### src/rtl/serial_add_unit_pkg.sv
// Shared definitions for the bit-serial adder: FSM encodings, default width
// and the majority helper used by the full-adder slice.
package serial_add_unit_pkg;

    localparam int DEF_WIDTH = 8;

    localparam logic [1:0] IDLE  = 2'b00;
    localparam logic [1:0] SHIFT = 2'b01;
    localparam logic [1:0] DONE  = 2'b10;

    // Carry-out of a full adder is the majority of its three inputs.
    function automatic logic maj(input logic x, input logic y, input logic z);
        return (x & y) | (x & z) | (y & z);
    endfunction

endpackage

### src/rtl/dff.sv
// One-bit carry flip-flop cell: synchronous reset, parallel load of cy_in,
// otherwise captures in. Reset dominates load.
module dff (
    input  logic clk,
    input  logic rst,
    input  logic load,
    input  logic cy_in,
    input  logic in,
    output logic out
);

    // Carry storage with reset > load > data priority.
    always_ff @(posedge clk) begin
        if (rst)       out <= 1'b0;
        else if (load) out <= cy_in;
        else           out <= in;
    end

endmodule

### src/rtl/serial_add_unit_fa.sv
// One-bit full-adder slice, purely combinational.
module fa_bit
    import serial_add_unit_pkg::*;
(
    input  logic a,
    input  logic b,
    input  logic cin,
    output logic s,
    output logic cout
);

    assign s    = a ^ b ^ cin;
    assign cout = maj(a, b, cin);

endmodule

### src/rtl/serial_add_unit.sv
// Bit-serial adder: operands are loaded into right-shift registers and one
// bit pair per cycle (LSB first) goes through a full-adder slice. The carry
// lives in the dff cell between bits; sum bits shift in from the top.
module serial_add_unit
    import serial_add_unit_pkg::*;
#(
    parameter int WIDTH = DEF_WIDTH,
    parameter int CW    = $clog2(WIDTH)
) (
    input  logic             clock,
    input  logic             rst,
    input  logic             start,
    input  logic [WIDTH-1:0] a,
    input  logic [WIDTH-1:0] b,
    input  logic             cy_in,
    output logic             busy,
    output logic             done,
    output logic [WIDTH-1:0] sum,
    output logic             cout
);

    logic [1:0]       state;
    logic [WIDTH-1:0] a_sr;
    logic [WIDTH-1:0] b_sr;
    logic [CW-1:0]    count;
    logic             carry;
    logic             s_bit;
    logic             maj_bit;
    logic             start_accept;
    logic             carry_load;
    logic             carry_rst;
    logic             carry_d;

    // A new operation may start from IDLE or straight out of DONE.
    assign start_accept = start & ((state == IDLE) | (state == DONE));

    fa_bit u_fa (
        .a    (a_sr[0]),
        .b    (b_sr[0]),
        .cin  (carry),
        .s    (s_bit),
        .cout (maj_bit)
    );

    // Carry flop drive: cleared while idle with nothing pending, loaded with
    // cy_in on accept, and fed back from its own output outside SHIFT so it
    // holds the final carry through DONE.
    assign carry_load = start_accept & ~rst;
    assign carry_rst  = rst | ((state == IDLE) & ~start);
    assign carry_d    = (state == SHIFT) ? maj_bit : carry;

    dff u_carry (
        .clk   (clock),
        .rst   (carry_rst),
        .load  (carry_load),
        .cy_in (cy_in),
        .in    (carry_d),
        .out   (carry)
    );

    // Controller and datapath registers: capture on accept, shift in SHIFT.
    always_ff @(posedge clock) begin
        if (rst) begin
            state <= IDLE;
            a_sr  <= '0;
            b_sr  <= '0;
            count <= '0;
            sum   <= '0;
        end else if (start_accept) begin
            state <= SHIFT;
            a_sr  <= a;
            b_sr  <= b;
            count <= '0;
            sum   <= '0;
        end else begin
            case (state)
                SHIFT: begin
                    a_sr  <= {1'b0, a_sr[WIDTH-1:1]};
                    b_sr  <= {1'b0, b_sr[WIDTH-1:1]};
                    sum   <= {s_bit, sum[WIDTH-1:1]};
                    count <= count + 1'b1;
                    if (count == CW'(WIDTH - 1)) state <= DONE;
                end
                DONE:    state <= IDLE;
                default: state <= IDLE;
            endcase
        end
    end

    assign busy = (state == SHIFT);
    assign done = (state == DONE);
    assign cout = carry;

endmodule

### config.mk
export PLATFORM = sky130hd
export DESIGN_NAME = serial_add_unit
export DESIGN_NICKNAME = d
export VERILOG_FILES = /design/src/rtl/serial_add_unit_pkg.sv /design/src/rtl/dff.sv /design/src/rtl/serial_add_unit_fa.sv /design/src/rtl/serial_add_unit.sv
export SDC_FILE = /design/constraint.sdc
export NUM_CORES = 1
export LEC_CHECK = 0
export CAP_MARGIN = 20
export CORE_MARGIN = 3
export CORE_UTILIZATION = 45
export DETAILED_ROUTE_END_ITERATION = 10
export GPL_ROUTABILITY_DRIVEN = 0
export PLACE_DENSITY = 0.77
export SETUP_SLACK_MARGIN = 0.4
export SYNTH_ARGS = -nofsm -noshare
export SYNTH_HDL_FRONTEND = slang
export SYNTH_SLANG_ARGS = --single-unit
### constraint.sdc
create_clock -name clock -period 1.4 [get_ports clock]
set_input_delay 0.35 -clock clock [delete_from_list [all_inputs] [get_ports clock]]
set_output_delay 0.35 -clock clock [all_outputs]
set_load 0.01 [all_outputs]
==> summary.txt, run 1 <==
Synthesis
  • Mapped Area: 1290 µm²
  • Synth Area per Inst: 9.18 µm²
  • Post-synthesis net count: 164
  • Most instantiated library cell after synthesis: dfxtp_1
  • Synth area leaders: dfxtp_1 46%, nand2_1 7.5%, nor3_1 7.0%
  • Cell count after synthesis: 141
  • Synth Register Bits: 30
  • Number of synthesized flops with an enable pin: 0
  • Post-synth ARST share: 0%
  • Most used DFF post-synth: dfxtp_1
  • Yosys top cell by area: dfxtp_1
  • Synth unique cells: 29
  • Post-synthesis sequential area ratio: 46.4%
  • Commonest cells post-synth: 30 x dfxtp_1, 26 x nand2_1, 18 x nor3_1, 11 x a21oi_1, 9 x o22ai_1
  • Yosys top cell area share: 46.4%
  • Yosys warnings: 0

CTS
  • Total CTS buffers: 5
  • Clock sinks: 30
  • Max clock buf depth: 2
  • Clk root buf: clkbuf_4
  • Hold_buf cts: 0
  • CTS H-Tree Depth: 2

Place
  • Port bufs: 30
  • Hpwl dp: between 1500 and 2000 µm
  • Cells after DPL: 199

Timing
  • Worst EP Category: primary output
  • Worst endpoint after global-route timing repair: done

Floorplan
  • I/O pin count: 31
  • Die X-Extent: about 60 µm
  • # rows: 18
  • Starting Density: about half
  • Die Height: 59.6 µm

Run status
  • Status: aborted with a tool error
  • Tool error: [ERROR DPL-0038] Utilization greater than 100%, impossible to legalize
  • Stop stage: global routing

Global routing
  • Pin count of the biggest net entering global routing: 15
==> stage by stage <==
step / instance area, µm² / setup WS [ps] / hold WS, ps / TNS, ps
detailed placement: 1680 / -212 / 451 / -2390
CTS: 2200 / 23.9 / 464 / 0
global placement: 1680 / -173 / 441 / -1640
floorplan: 1340 / 215 / 440 / 0
==> repair_timing <==
item | CTS
gates resized for setup | 117
hold endpoints to repair | 0
gates cloned | 7
pin swaps | 16
buffers inserted | 12
setup endpoints to repair | 41
==> kinds of logic after synthesis <==
group	count (synthesis)	share of synthesized area [%]
simple gates	64	23.8
flops	30	46.4
compound gates	28	16.2
buf+inv	13	7.93
fa+ha+maj	3	3.48
mux	2	1.55
xor+xnor	1	0.677
==> run 2, diff against run 1 <==
Settings changed: CORE_UTILIZATION 45 to 30, PLACE_DENSITY 0.77 to unset, PLACE_DENSITY_LB_ADDON set to 0.15, SETUP_SLACK_MARGIN 0.4 to unset.
==> run 2 against run 1 <==
  * The run now ends clean
  * Area after synthesis is the same
  * Synthesized cell count stayed put
==> summary.txt, run 2 <==
Run status
  • Status: finished, final reports clean

Synthesis
  • Post-synthesis sequential area ratio: 46.4%
  • Synth unique cells: 29
  • Most instantiated library cell after synthesis: dfxtp_1
  • Mapped Area: 1290 µm²
  • Number of synthesized flops with an enable pin: 0
  • Post-synth ARST share: 0%
  • Synth area leaders: dfxtp_1 46%, nand2_1 7.5%, nor3_1 7.0%
  • Synth Area per Inst: approximately 9 µm²
  • Most used DFF post-synth: dfxtp_1
  • Yosys top cell by area: dfxtp_1
  • Synth Register Bits: 30
  • Commonest cells post-synth: 30 x dfxtp_1, 26 x nand2_1, 18 x nor3_1, 11 x a21oi_1, 9 x o22ai_1
  • Yosys top cell area share: a little under half
  • Post-synthesis net count: between 150 and 200
  • Cell count after synthesis: 141
  • Yosys warnings: 0

Route
  • DR pass1 iterations: 5
  • DRT iter0 DRCs: 45
  • Drt via density: 4.83
  • Drt drc: 0
  • Vias: 1106
  • Metal3 WL: between 100 and 150 µm
  • Routed metal-1 wirelength: 1350 µm
  • Final ANT Viol Nets: 0
  • Final WL: roughly 2800 µm
  • DR WL/cell: 12.1 µm
  • DR WL met2: between 1000 and 1500 µm
  • Uppermost routed layer: met4

Flow run
  • Max_cap viols: 0

Timing
  • RSZ-0062 raised after global routing: true
  • # setup viols final: 0
  • Final Max Tran Viols: 0
  • Fmax: around 760 MHz
  • Setup Skew: 2.89 ps
  • Final period utilization: 93.5%
  • Worst-margin pin slew: approximately 330 ps
  • Final Critical Period: 1310 ps
  • Max-slew headroom: 78.1%
  • Final Hold Vio Count: 0

CTS
  • Max clock buf depth: 2
  • Clk root buf: clkbuf_8
  • Clock sinks: 30
  • Clock transition at path regs: 60 ps
  • CTS H-Tree Depth: 2
  • Total CTS buffers: 5
  • Clock Latency Late Sink: between 200 and 300 ps
  • CTS tree: built

Setup path
  • R2R cell count: 5
  • Worst reg-to-reg setup slack: 110 ps
  • Worst-path maximum fanout: 9
  • Critical R2R Capture: a_sr[2]
  • Critical register-to-register path startpoint: state[1]
  • CP delay by family, top: buffers and inverters
  • CP Buf/Inv Count: 2
  • CP Capture Type: flop
  • Crit path cell chain: clkdlybuf4s50_1, nand2b_1, buf_4, o22ai_1, nor3_1
  • Element type at the critical path start: primary input
  • Worst Path Required: 1590 ps
  • Critical path class: primary input to flop
  • CP max-delay cell: clkdlybuf4s50_1
  • Worst EP arrival: 1500 ps
  • Slowest stage delay, CP: 450 ps

Cells and area
  • Final #Nets: 201
  • Commonest non-fill, non-tap cell in the layout: dfxtp_1
  • Fraction of layout cells with a size suffix above 1: roughly 21%
  • Commonest cells after routing, fill and taps aside: 28 x dfxtp_1, 26 x nand2_1, 19 x clkdlybuf4s50_1
  • Area Growth Syn to Fin: 34.8%
  • Antenna Cells: 0
  • Post-route insts no fill: around 230
  • Largest registers: a_sr (8), b_sr (8), sum (8)
  • Design area: 1740 µm²

Power
  • Total chip power: 1.95 mW
  • VDD IR-drop max: 0.504 mV
  • PD cells: approximately 1100 nW/µm²
  • Leak: 0.683 nW

Min path
  • Hold Path End: sum[0]
  • Worst hold start: sum[0]
  • Hold depth: 2
  • Min-Delay Path Class: flop to flop

Floorplan
  • Die Height: 71.7 µm
  • Core area: 4090 µm²
  • I/O pin count: 31
  • Die area: 5140 µm²
  • Die X-Extent: 71.7 µm
  • # rows: 23
  • Starting Density: 31.7%

Global routing
  • Global Route Usage Sum: 11.1%
  • Pin count of the biggest net entering global routing: 29
  • Grt ovf: 0
  • Vias in the first global route: just over 1000
  • Initial antenna violation count: 0
  • First-pass GRT wire length: 4510 µm

Place
  • Hpwl dp: 1940 µm
  • Cells after DPL: 221
  • DP Area: 1660 µm²
  • Port bufs: 30
run 2: worst max path at each step:
| stage | from | end | slack, ps | depth (start not counted) |
|---|---|---|---|---|
| after floorplan | state[1] | busy | 200 | 5 |
| after global placement | start | b_sr[1] | -190 | 5 |
| after detailed placement | start | b_sr[4] | -250 | 5 |
| after CTS | state[0] | done | -2 | 2 |
| after global routing | start | b_sr[4] | -6 | 5 |
| final | start | b_sr[4] | 90 | 5 |
run 2: per-layer routing:
metal  global-route usage [%]  up-vias
met5                        0        -
met4                     3.76        0
met3                     4.35        4
met2                     16.8       23
met1                     14.3      514
li1                         -      565
run 2: worst reg2reg max path, cell delays in order, from the launching register on:
cell and delay (ps):
dfxtp_2 320, nand2b_4 140, inv_4 50, buf_4 310, nand2_1 130, a311oi_2 250
run 2: cells by family after synthesis:
logic type,after synthesis,share of synthesized area [%]
AOI/OAI and AO/OA,28,16.2
adders and majority gates,3,3.48
buffers and inverters,13,7.93
and+or+nand+nor,64,23.8
xor gates and xnor gates,1,0.677
DFF,30,46.4
muxes,2,1.55
run 2: cell type report:
class                   instances  area [µm²]
inverters                       1        6.26
well taps                      50        62.6
multi-input cells              98         599
clock inverters                 1        5.00
repair buffers                 42         382
clock buffers                   7        86.3
fillers                       423        2340
flip-flops and latches         30         603
run 2: per-stage QoR:
step	worst slack [ps]	TNS (ps)	util [%]	hold slack (ps)
after floorplan	201	0	-	440
after global placement	-186	-3640	40.7	442
after detailed placement	-249	-4880	40.7	449
after CTS	-2.20	-2.20	42.9	458
after global routing	-6.47	-6.47	42.7	478
final	91.2	0	42.7	454
run 2: report_power, final:
part	total (mW)	switching, mW	internal [mW]
clock network	0.691	0.295	0.395
registers	0.937	0.0312	0.906
logic	0.319	0.156	0.163
run 2: repair_timing:
item | CTS | global route
hold buffers | 0 | 0
cloned | 0 | 0
buffers inserted | 0 | 0
gates resized for setup | 16 | 3
hold endpoints to repair | 0 | 0
endpoints found under the setup margin | 11 | 7
Note: power is estimated with default switching activity, not from simulation.
